===== config.mk =====
export PLATFORM = sky130hd
export DESIGN_NAME = rps_referee_flat
export DESIGN_NICKNAME = d
export VERILOG_FILES = /design/src/rtl/rps_pkg.sv /design/src/rtl/rps_referee_if.sv /design/src/rtl/rps_judge.sv /design/src/rtl/rps_referee.sv /design/src/flat_wrapper.sv
export SDC_FILE = /design/constraint.sdc
export NUM_CORES = 1
export LEC_CHECK = 0
export CAP_MARGIN = 40
export CORE_ASPECT_RATIO = 0.7
export CORE_MARGIN = 5
export CORE_UTILIZATION = 60
export DETAILED_ROUTE_END_ITERATION = 8
export GPL_ROUTABILITY_DRIVEN = 0
export PLACE_DENSITY_LB_ADDON = 0.1
export SKIP_LAST_GASP = 1
export SYNTH_ARGS = -nofsm -noshare
export SYNTH_HDL_FRONTEND = slang
export SYNTH_SLANG_ARGS = --single-unit

===== constraint.sdc =====
create_clock -name CLK -period 3.67 [get_ports CLK]
set_input_delay 0.734 -clock CLK [delete_from_list [all_inputs] [get_ports CLK]]
set_output_delay 0.734 -clock CLK [all_outputs]
set_load 0.02 [all_outputs]

===== src/rtl/rps_pkg.sv =====
// Shared constants, state type and punch sanitizer for the rock-paper-scissors referee.
package rps_pkg;

  localparam logic [3:0] PUNCH_NONE     = 4'b0000;
  localparam logic [3:0] PUNCH_SCISSORS = 4'b0001;
  localparam logic [3:0] PUNCH_STONE    = 4'b0010;
  localparam logic [3:0] PUNCH_PAPER    = 4'b0100;

  localparam logic [1:0] WIN_NONE = 2'd0;
  localparam logic [1:0] WIN_P1   = 2'd1;
  localparam logic [1:0] WIN_P2   = 2'd2;
  localparam logic [1:0] WIN_DRAW = 2'd3;

  typedef enum logic [2:0] {
    ST_IDLE,
    ST_COUNT,
    ST_JUDGE,
    ST_SHOW,
    ST_OVER
  } rps_state_t;

  // Anything that is not exactly one of the three legal codes counts as no punch.
  function automatic logic [3:0] rps_sanitize(input logic [3:0] p);
    if (p == PUNCH_SCISSORS || p == PUNCH_STONE || p == PUNCH_PAPER)
      return p;
    return PUNCH_NONE;
  endfunction

endpackage


===== src/rtl/rps_referee_if.sv =====
// Player-side and display-side signals of the referee, bundled as one interface.
interface rps_referee_if;
  logic       tick;
  logic       start;
  logic [3:0] punch_1;
  logic [3:0] punch_2;
  logic [3:0] punch_1_q;
  logic [3:0] punch_2_q;
  logic [1:0] countdown;
  logic [1:0] winner;
  logic [3:0] score_1;
  logic [3:0] score_2;
  logic       show;
  logic       match_over;
  logic [1:0] champion;

  // Driver side: divider tick, start button and live switches.
  modport master (
    output tick, start, punch_1, punch_2,
    input  punch_1_q, punch_2_q, countdown, winner, score_1, score_2,
           show, match_over, champion
  );

  // Referee side.
  modport slave (
    input  tick, start, punch_1, punch_2,
    output punch_1_q, punch_2_q, countdown, winner, score_1, score_2,
           show, match_over, champion
  );
endinterface


===== src/rtl/rps_judge.sv =====
// Combinational round judge on two sanitized punches; also usable by display logic.
module rps_judge
  import rps_pkg::*;
(
  input  logic [3:0] punch_a_i,
  input  logic [3:0] punch_b_i,
  output logic [1:0] winner_o
);

  // Equal punches (including both empty) draw; an empty side loses to a valid one.
  always_comb begin
    winner_o = WIN_P2;
    if (punch_a_i == punch_b_i)
      winner_o = WIN_DRAW;
    else if (punch_a_i == PUNCH_NONE)
      winner_o = WIN_P2;
    else if (punch_b_i == PUNCH_NONE)
      winner_o = WIN_P1;
    else if ((punch_a_i == PUNCH_STONE    && punch_b_i == PUNCH_SCISSORS) ||
             (punch_a_i == PUNCH_SCISSORS && punch_b_i == PUNCH_PAPER)    ||
             (punch_a_i == PUNCH_PAPER    && punch_b_i == PUNCH_STONE))
      winner_o = WIN_P1;
  end

endmodule


===== src/rtl/rps_referee.sv =====
// Round controller: countdown, punch capture, judging, result display and match scoring.
//
//  state | meaning
//  IDLE  | after reset, waiting for start
//  COUNT | counting down 3,2,1 in steps of TICKS_PER_STEP ticks
//  JUDGE | one cycle: register round winner and bump score
//  SHOW  | holding the result for SHOW_TICKS ticks
//  OVER  | a player reached WIN_SCORE; waiting for start
module rps_referee
  import rps_pkg::*;
#(
  parameter int unsigned TICKS_PER_STEP = 2,
  parameter int unsigned SHOW_TICKS     = 4,
  parameter int unsigned WIN_SCORE      = 3
) (
  input  logic         CLK,
  input  logic         Clear,
  rps_referee_if.slave bus
);

  localparam logic [15:0] STEP_LAST = 16'(TICKS_PER_STEP - 1);
  localparam logic [15:0] SHOW_LAST = 16'(SHOW_TICKS - 1);
  localparam logic [3:0]  WIN_PTS   = 4'(WIN_SCORE);

  rps_state_t  state_q;
  logic [15:0] step_q;
  logic [15:0] show_cnt_q;
  logic [1:0]  countdown_q;
  logic [3:0]  punch_1_q;
  logic [3:0]  punch_2_q;
  logic [1:0]  winner_q;
  logic [3:0]  score_1_q;
  logic [3:0]  score_2_q;
  logic        show_q;
  logic        match_over_q;
  logic [1:0]  champion_q;
  logic [1:0]  round_win_d;

  // Judge works on the latched punches, which are stable by the JUDGE cycle.
  rps_judge u_judge (
    .punch_a_i (punch_1_q),
    .punch_b_i (punch_2_q),
    .winner_o  (round_win_d)
  );

  // Main FSM with all outputs registered.
  always_ff @(posedge CLK or negedge Clear) begin
    if (!Clear) begin
      state_q      <= ST_IDLE;
      step_q       <= '0;
      show_cnt_q   <= '0;
      countdown_q  <= '0;
      punch_1_q    <= PUNCH_NONE;
      punch_2_q    <= PUNCH_NONE;
      winner_q     <= WIN_NONE;
      score_1_q    <= '0;
      score_2_q    <= '0;
      show_q       <= 1'b0;
      match_over_q <= 1'b0;
      champion_q   <= WIN_NONE;
    end else begin
      case (state_q)
        // start takes precedence over a coincident tick, which is dropped.
        ST_IDLE, ST_OVER: begin
          if (bus.start) begin
            state_q      <= ST_COUNT;
            score_1_q    <= '0;
            score_2_q    <= '0;
            winner_q     <= WIN_NONE;
            champion_q   <= WIN_NONE;
            match_over_q <= 1'b0;
            countdown_q  <= 2'd3;
            step_q       <= '0;
          end
        end

        ST_COUNT: begin
          if (bus.tick) begin
            if (step_q == STEP_LAST) begin
              step_q <= '0;
              countdown_q <= countdown_q - 2'd1;
              if (countdown_q == 2'd1) begin
                punch_1_q <= rps_sanitize(bus.punch_1);
                punch_2_q <= rps_sanitize(bus.punch_2);
                state_q   <= ST_JUDGE;
              end
            end else begin
              step_q <= step_q + 16'd1;
            end
          end
        end

        // Ticks here are deliberately ignored; SHOW counting starts afterwards.
        ST_JUDGE: begin
          winner_q   <= round_win_d;
          show_q     <= 1'b1;
          show_cnt_q <= '0;
          state_q    <= ST_SHOW;
          if (round_win_d == WIN_P1)
            score_1_q <= score_1_q + 4'd1;
          else if (round_win_d == WIN_P2)
            score_2_q <= score_2_q + 4'd1;
        end

        ST_SHOW: begin
          if (bus.tick) begin
            if (show_cnt_q == SHOW_LAST) begin
              show_cnt_q <= '0;
              show_q     <= 1'b0;
              if (score_1_q == WIN_PTS || score_2_q == WIN_PTS) begin
                state_q      <= ST_OVER;
                match_over_q <= 1'b1;
                champion_q   <= (score_1_q == WIN_PTS) ? WIN_P1 : WIN_P2;
              end else begin
                state_q     <= ST_COUNT;
                winner_q    <= WIN_NONE;
                punch_1_q   <= PUNCH_NONE;
                punch_2_q   <= PUNCH_NONE;
                countdown_q <= 2'd3;
                step_q      <= '0;
              end
            end else begin
              show_cnt_q <= show_cnt_q + 16'd1;
            end
          end
        end

        default: state_q <= ST_IDLE;
      endcase
    end
  end

  assign bus.punch_1_q  = punch_1_q;
  assign bus.punch_2_q  = punch_2_q;
  assign bus.countdown  = countdown_q;
  assign bus.winner     = winner_q;
  assign bus.score_1    = score_1_q;
  assign bus.score_2    = score_2_q;
  assign bus.show       = show_q;
  assign bus.match_over = match_over_q;
  assign bus.champion   = champion_q;

endmodule


===== src/flat_wrapper.sv =====
// flat-port wrapper written by rule: the top's interface ports become plain ports
module rps_referee_flat import rps_pkg::*;
#(
  parameter int unsigned TICKS_PER_STEP = 2,
  parameter int unsigned SHOW_TICKS     = 4,
  parameter int unsigned WIN_SCORE      = 3
)
  (CLK, Clear, bus_tick, bus_start, bus_punch_1, bus_punch_2, bus_punch_1_q, bus_punch_2_q, bus_countdown, bus_winner, bus_score_1, bus_score_2, bus_show, bus_match_over, bus_champion);
  rps_referee_if bus_i ();
  input  logic CLK;
  input  logic Clear;
  input wire logic [$bits(bus_i.tick)-1:0] bus_tick;
  input wire logic [$bits(bus_i.start)-1:0] bus_start;
  input wire logic [$bits(bus_i.punch_1)-1:0] bus_punch_1;
  input wire logic [$bits(bus_i.punch_2)-1:0] bus_punch_2;
  output wire logic [$bits(bus_i.punch_1_q)-1:0] bus_punch_1_q;
  output wire logic [$bits(bus_i.punch_2_q)-1:0] bus_punch_2_q;
  output wire logic [$bits(bus_i.countdown)-1:0] bus_countdown;
  output wire logic [$bits(bus_i.winner)-1:0] bus_winner;
  output wire logic [$bits(bus_i.score_1)-1:0] bus_score_1;
  output wire logic [$bits(bus_i.score_2)-1:0] bus_score_2;
  output wire logic [$bits(bus_i.show)-1:0] bus_show;
  output wire logic [$bits(bus_i.match_over)-1:0] bus_match_over;
  output wire logic [$bits(bus_i.champion)-1:0] bus_champion;
  assign bus_i.tick = bus_tick;
  assign bus_i.start = bus_start;
  assign bus_i.punch_1 = bus_punch_1;
  assign bus_i.punch_2 = bus_punch_2;
  assign bus_punch_1_q = bus_i.punch_1_q;
  assign bus_punch_2_q = bus_i.punch_2_q;
  assign bus_countdown = bus_i.countdown;
  assign bus_winner = bus_i.winner;
  assign bus_score_1 = bus_i.score_1;
  assign bus_score_2 = bus_i.score_2;
  assign bus_show = bus_i.show;
  assign bus_match_over = bus_i.match_over;
  assign bus_champion = bus_i.champion;
  rps_referee #(.TICKS_PER_STEP(TICKS_PER_STEP), .SHOW_TICKS(SHOW_TICKS), .WIN_SCORE(WIN_SCORE)) u_core (.CLK(CLK), .Clear(Clear), .bus(bus_i));
endmodule

# Yosys cells after proc, flatten, opt, wreduce, memory -nomap -nowiden
# Index checks and enable logic that the tools add are counted.
# classes
add_sub_neg,5
mul,0
n_div,0
order_cmp,0
eq_ne,35
shift,0
muxes,78
bitwise,0
n_reduce_logical,30
# ops
op,count
$mux W16,8
$mux W4,17
$pmux W16 S3,1
$mux W2,18
$add A16 B1 Y16 const B,2
$pmux W16 S2,1
$pmux W4 S2,4
$eq A4 B2 Y1 const B,6
$mux W3,7
$eq A16 B1 Y1 const B,1
$eq A16 B2 Y1 const B,1
$eq A4 B1 Y1 const B,4
$eq A4 B3 Y1 const B,4
$mux W1,16
$reduce_and A7 Y1,2
$ne A2 B1 Y1 const B,6
$pmux W2 S3,2
$pmux W3 S4,1
$reduce_and A6 Y1,2
$ne A2 B2 Y1 const B,5
$reduce_and A5 Y1,2
$add A4 B1 Y4 const B,2
$logic_not A4 Y1,2
$reduce_bool A2 Y1,4
17 further kinds,30
# word_totals
reg_bits,59
latch_bits,0
mem_bits_rw,0
mem_bits_ro,0
inputBits,12
output_inout_bits,24
elab_cells,160
memories,0

# Logic depth before layout (Yosys ltp)
# logic_depth
ltp_word,13
ltp_mapped,8

# Hierarchy
# From an unflattened synthesis, not the netlist that was laid out.
# unflattened
cells_unflattened,348
area_unflattened_um2,3405.8
# modules_own_cells
mod,n_inst,cells_each,area_per_inst_um2,seq_area_each_um2
rps_referee,1,335,3319.4,1476.4
rps_judge,1,13,86.3,0.0

# Worst setup path before layout
# No wires, ideal clock.
# synth_timing
kind,register to register
startpoint,register u_core.score_2_q[0] (netlist: u_core.bus.score_2[0])
endpoint,register u_core.punch_1_q[0] (netlist: u_core.bus.punch_1_q[0])
setup_ns,0.125
arrival_time_ns,1.904
t_required_ns,3.545
slack_ns,1.641
path_stages_with_launch,7
n_path_buf,0
period_less_slack_ns,2.029
cell_sequence,dfrtp_1 ha_1 or3b_2 nand2_1 nor4_4 a21oi_4 mux2_4
# synth_via
elab_chain_len,4
# synth_rtl
element,line,source
"start, declared",rps_referee.sv:33,logic [3:0] score_2_q;
"start signal, assigned",rps_referee.sv:102,score_2_q <= score_2_q + 4'd1;
$eq A4 B2 Y1,rps_referee.sv:110,if (score_1_q == WIN_PTS || score_2_q == WIN_PTS) begin
$logic_or A1 B1 Y1,rps_referee.sv:110,
$ne A2 B2 Y1 (no source line),-,
$reduce_and A7 Y1 (no source line),-,
"end signal, assigned",rps_referee.sv:83,punch_1_q <= rps_sanitize(bus.punch_1);
"end, declared",rps_referee.sv:29,logic [3:0] punch_1_q;
# No other way between the ends.
# A chain may end at the register's enable or synchronous reset.

# Worst setup path after layout
# layout_timing
startpoint,register u_core.step_q[0]
endpoint,register u_core.step_q[11]
# layout_via
elab_chain_len,4
# layout_rtl
element,line,source
"start, declared",rps_referee.sv:26,logic [15:0] step_q;
"start signal, assigned",rps_referee.sv:88,step_q <= step_q + 16'd1;
$add A16 B1 Y16 / $eq A16 B1 Y1 (equally long branches),"rps_referee.sv:88, rps_referee.sv:79",
$mux W16 *,rps_referee.sv:79,if (step_q == STEP_LAST) begin
$mux W16 *,rps_referee.sv:78,if (bus.tick) begin
$pmux W16 S3 *,rps_referee.sv:62,case (state_q)
# Mark *: on every way between the ends. The rest lies on a longest branch, timed or not. The select of a mux whose other input is x is not followed.

==> impl.org <==
** Floorplan
- The floorplan step set the die height to 73.5 µm.
- Count of pins on the block boundary :: 36
- The die covers 7390 µm².
- From left edge to right edge, the die measures 101 µm.
- Starting utilization of the core area :: 0.612
- The total area inside the core boundary comes to 5640 µm².
- In this run the core area contains 23 standard-cell rows.

** Route
- In this run the remaining antenna-violating nets after routing total 0.
- TritonRoute pass-1 iters :: 6
- In the final routed layout, each cell accounts on average for 17.4 µm.
- DRC marker count from the first detailed-route iteration :: 296
- DRC errors left :: 0
- DR vias :: 3,038
- Vias per Instance :: 6.38
- Wires add up to 8260 µm.

** Logic synthesis
- By area the synthesized netlist is led by dfrtp_1 (43%), o21ai_0 (4.6%), nand2_1 (4.0%).
- Counting flops with a built-in enable in the synthesized netlist gives 0.
- Post-synthesis register bit count :: 59
- The mapped netlist covers 3450 µm².
- Synthesized instance count :: 359
- Post-synthesis cell type with the largest combined area :: dfrtp_1
- Synth Area per Inst :: 9.61 µm²
- Dominant register cell in the synthesized netlist :: dfrtp_1
- For this run, the number of Yosys warnings is 0.
- Net count of the mapped netlist :: 377
- Top cell type's share of synthesized area :: 0.428
- Sequential fraction of the synthesis area :: 0.428
- After synthesis, the netlist uses 63 different library cells.
- Ys async rst share :: 1.00

** STA
- Dividing the final minimum period by the clock period gives 0.638.
- Accumulated negative setup slack :: 0 ps
- Least-Margin Pin Slew :: 687 ps
- Maximum frequency from static timing analysis :: 0.427 GHz
- Unrepaired setup endpoints after global routing :: false
- The number of slew-limit violations in the final report came to 0.
- Post-layout min period :: 2340 ps
- Slew headroom :: 0.538
- Worst clock skew on the final layout :: 7.56 ps
- After layout, the worst setup slack is 1330 ps.
- Count of final hold-check violations :: 0
- Setup violations remaining at the end of the flow were counted as 0.

** Global route
- For this run the aggregate overflow at the end of global routing stands at 0.
- Entering global routing, the biggest net connects 24 pins.
- The number of antenna violations at the first check in global routing is 0.
- Vias in the first global route :: 2,762
- Global-route wire length before repair :: 14,000 µm
- For this run, the total global-route usage over all layers was measured as 0.243.

** Critical path
- In this design, the stage delay of the slowest critical-path cell is 620 ps.
- Type of the setup path with the least slack :: flip-flop to flip-flop
- Worst reg2reg path startpoint :: u_core.step_q[0]
- Critical path cell sequence :: ha_1 -> nor3b_1 -> and4_1 -> nor3_1 -> nand3_1 -> o31ai_1
- Setup crit start kind :: flip-flop
- Crit. End Element :: flip-flop
- CP arrival :: 2590 ps
- Startpoint of the worst setup timing path :: u_core.step_q[0]
- The slowest stage of the critical path belongs to the cell nor3_1.
- STA puts the critical path data required time at 3920 ps.
- Crit path max fanout :: 12

** Clock tree
- Clock-pin slew was measured on the worst setup and hold paths at 70 ps.
- Number of hold-repair buffers added at the cts stage :: 0
- TritonCTS clock tree :: yes
- Number of setup buffers added after CTS :: 0
- Clock tree synthesis inserted a total of 9 buffers.
- CTS saw 59 sinks.
- Gates resized during post-CTS repair numbered 0.
- For the worst-skew pair, the clock arrives at the later sink with an insertion delay of 340 ps.
- CTS H-Tree Depth :: 3
- Root Driver :: clkbuf_8
- The clock passes through at most 2 buffers.

** Power
- PnR Total Power :: 1490 µW
- Power density over cell area :: 367 nW/µm²
- Worst voltage drop across the vdd grid :: 279 µV
- In this run the static leakage power is 0.00174 µW.

** Outcome
- The run finished with clean final reports.

** Cells and area
- In the final layout, the multi-input gates occupy 1850 µm².
- The number of antenna diodes in the final layout is 0.
- Fraction of layout instances using a drive strength above 1 :: 0.105
- # fillers :: 429
- After the last flow step, the layout net total stands at 416.
- The area growth from synthesis to layout is 18.1%.
- Summing all flip-flop and latch instances after layout gives 1480 µm².

** Placed design
- Input and output buffers added on the ports amount to 35.
- Post-Place Worst Slack :: 998 ps
- The wire-length estimate of the detail-placed layout is 5860 µm.

** Job
- Maxcap violations :: 0

** Hold path
- Class of the tightest hold or removal check :: input port to async pin
-- logic make-up (layout without fill, tap and decap cells) --
kind of cell,after synthesis,after routing,share of synthesized area
xor+xnor,8,8,0.0203
fa+ha+maj,6,6,0.0218
flops,59,59,0.428
mux,14,14,0.0471
buf+inv,24,66,0.0359
compound gates,85,85,0.171
simple gates,163,163,0.276
-- sequential cells by signal (all words and copies together) (netlist names) --
signal	count
u_core.bus.champion	2
u_core.bus.punch_2_q	4
u_core.bus.winner	2
u_core.bus.score_2	4
u_core.bus.score_1	4
u_core.bus.show	1
u_core.show_cnt_q	16
u_core.bus.match_over	1
u_core.bus.countdown	2
u_core.state_q	3
u_core.step_q	16
u_core.bus.punch_1_q	4
-- power by group --
part | internal [µW] | leakage (µW) | total (µW) | switching [µW]
Sequential | 676 | 0.000738 | 722 | 45.8
Combinational | 45.1 | 0.000893 | 103 | 58.0
Clock | 412 | 0.000109 | 669 | 257
-- synth_stat cells (3+ instances only) --
library cell and instances:
xor2_1 5, o31ai_1 7, and4_1 7, a21oi_1 11
nand3_1 22, mux2_4 4, or3_1 8, ha_1 6
xnor2_1 3, nand4_1 9, a21o_1 5, dfrtp_1 59
nor2_1 20, buf_2 3, nor3b_1 5, inv_1 14
o21ai_1 5, nor4_4 3, and2_1 4, buf_6 4
mux2i_1 8, nor4_1 6, nand2b_1 4, nand2_1 37
and3_1 6, clkbuf_1 3, nor3_1 15, o21ai_0 32
-- cell usage in the layout, fill, tap and decap left out, types with 3 or more instances in the layout --
cell type,count
dfrtp_1,59
nand2_1,37
clkdlybuf4s50_1,34
o21ai_0,32
nand3_1,22
nor2_1,20
nor3_1,15
inv_1,14
a21oi_1,11
clkbuf_8,11
nand4_1,9
mux2i_1,8
or3_1,8
and4_1,7
o31ai_1,7
nor4_1,6
and3_1,6
ha_1,6
nor3b_1,5
o21ai_1,5
xor2_1,5
a21o_1,5
nand2b_1,4
and2_1,4
mux2_4,4
nor4_4,3
xnor2_1,3
-- area by class of cell --
type,count,area share
clock buffers,12,0.0381
inverters,14,0.0129
well taps,75,0.0230
multi-input cells,276,0.454
clock inverters,2,0.0147
flip-flops and latches,59,0.362
repair buffers,38,0.0952
-- per-stage QoR --
| stage | std cells | hold WS [ps] | instance area [µm²] | util |
|---|---|---|---|---|
| after global placement | 461 | 460 | 3830 | 0.680 |
| after CTS | 476 | 393 | 4080 | 0.723 |
| final | 476 | 385 | 4080 | 0.723 |
| after floorplan | 359 | 438 | 3450 | - |
| after global routing | 476 | 416 | 4080 | 0.723 |
| after detailed placement | 462 | 466 | 3860 | 0.685 |
-- per-layer routing --
metal,global-route usage,part of all wire,vias to the layer above,wire [µm]
met3,0.0721,0.086,8,707
li1,-,-,1422,-
met2,0.355,0.45,130,3710
met4,0.0732,0.011,0,92
met5,0,0,-,0
met1,0.349,0.45,1478,3750
-- worst max-delay path, delay by kind of cell, from the launching register on --
kind	cells	cell delay [ps]
adders and majority gates	1	270
and+or+nand+nor	4	1280
DFF	1	450
AOI/OAI and AO/OA	1	250
-- path summary, 6_finish.rpt --
check / slack (ps) / to / cells past startpoint
worst max-delay path: 1330 / u_core.step_q[11] / 6
worst min-delay path: 380 / u_core.bus.champion[0] / 1
worst max register to register: 1330 / u_core.step_q[11] / 6
worst min register to register: 480 / u_core.bus.winner[1] / 1
max in group asynchronous: 2650 / u_core.bus.winner[0] / 2
min in group CLK: 480 / u_core.bus.winner[1] / 1
Note: power is estimated with default switching activity, not from simulation.
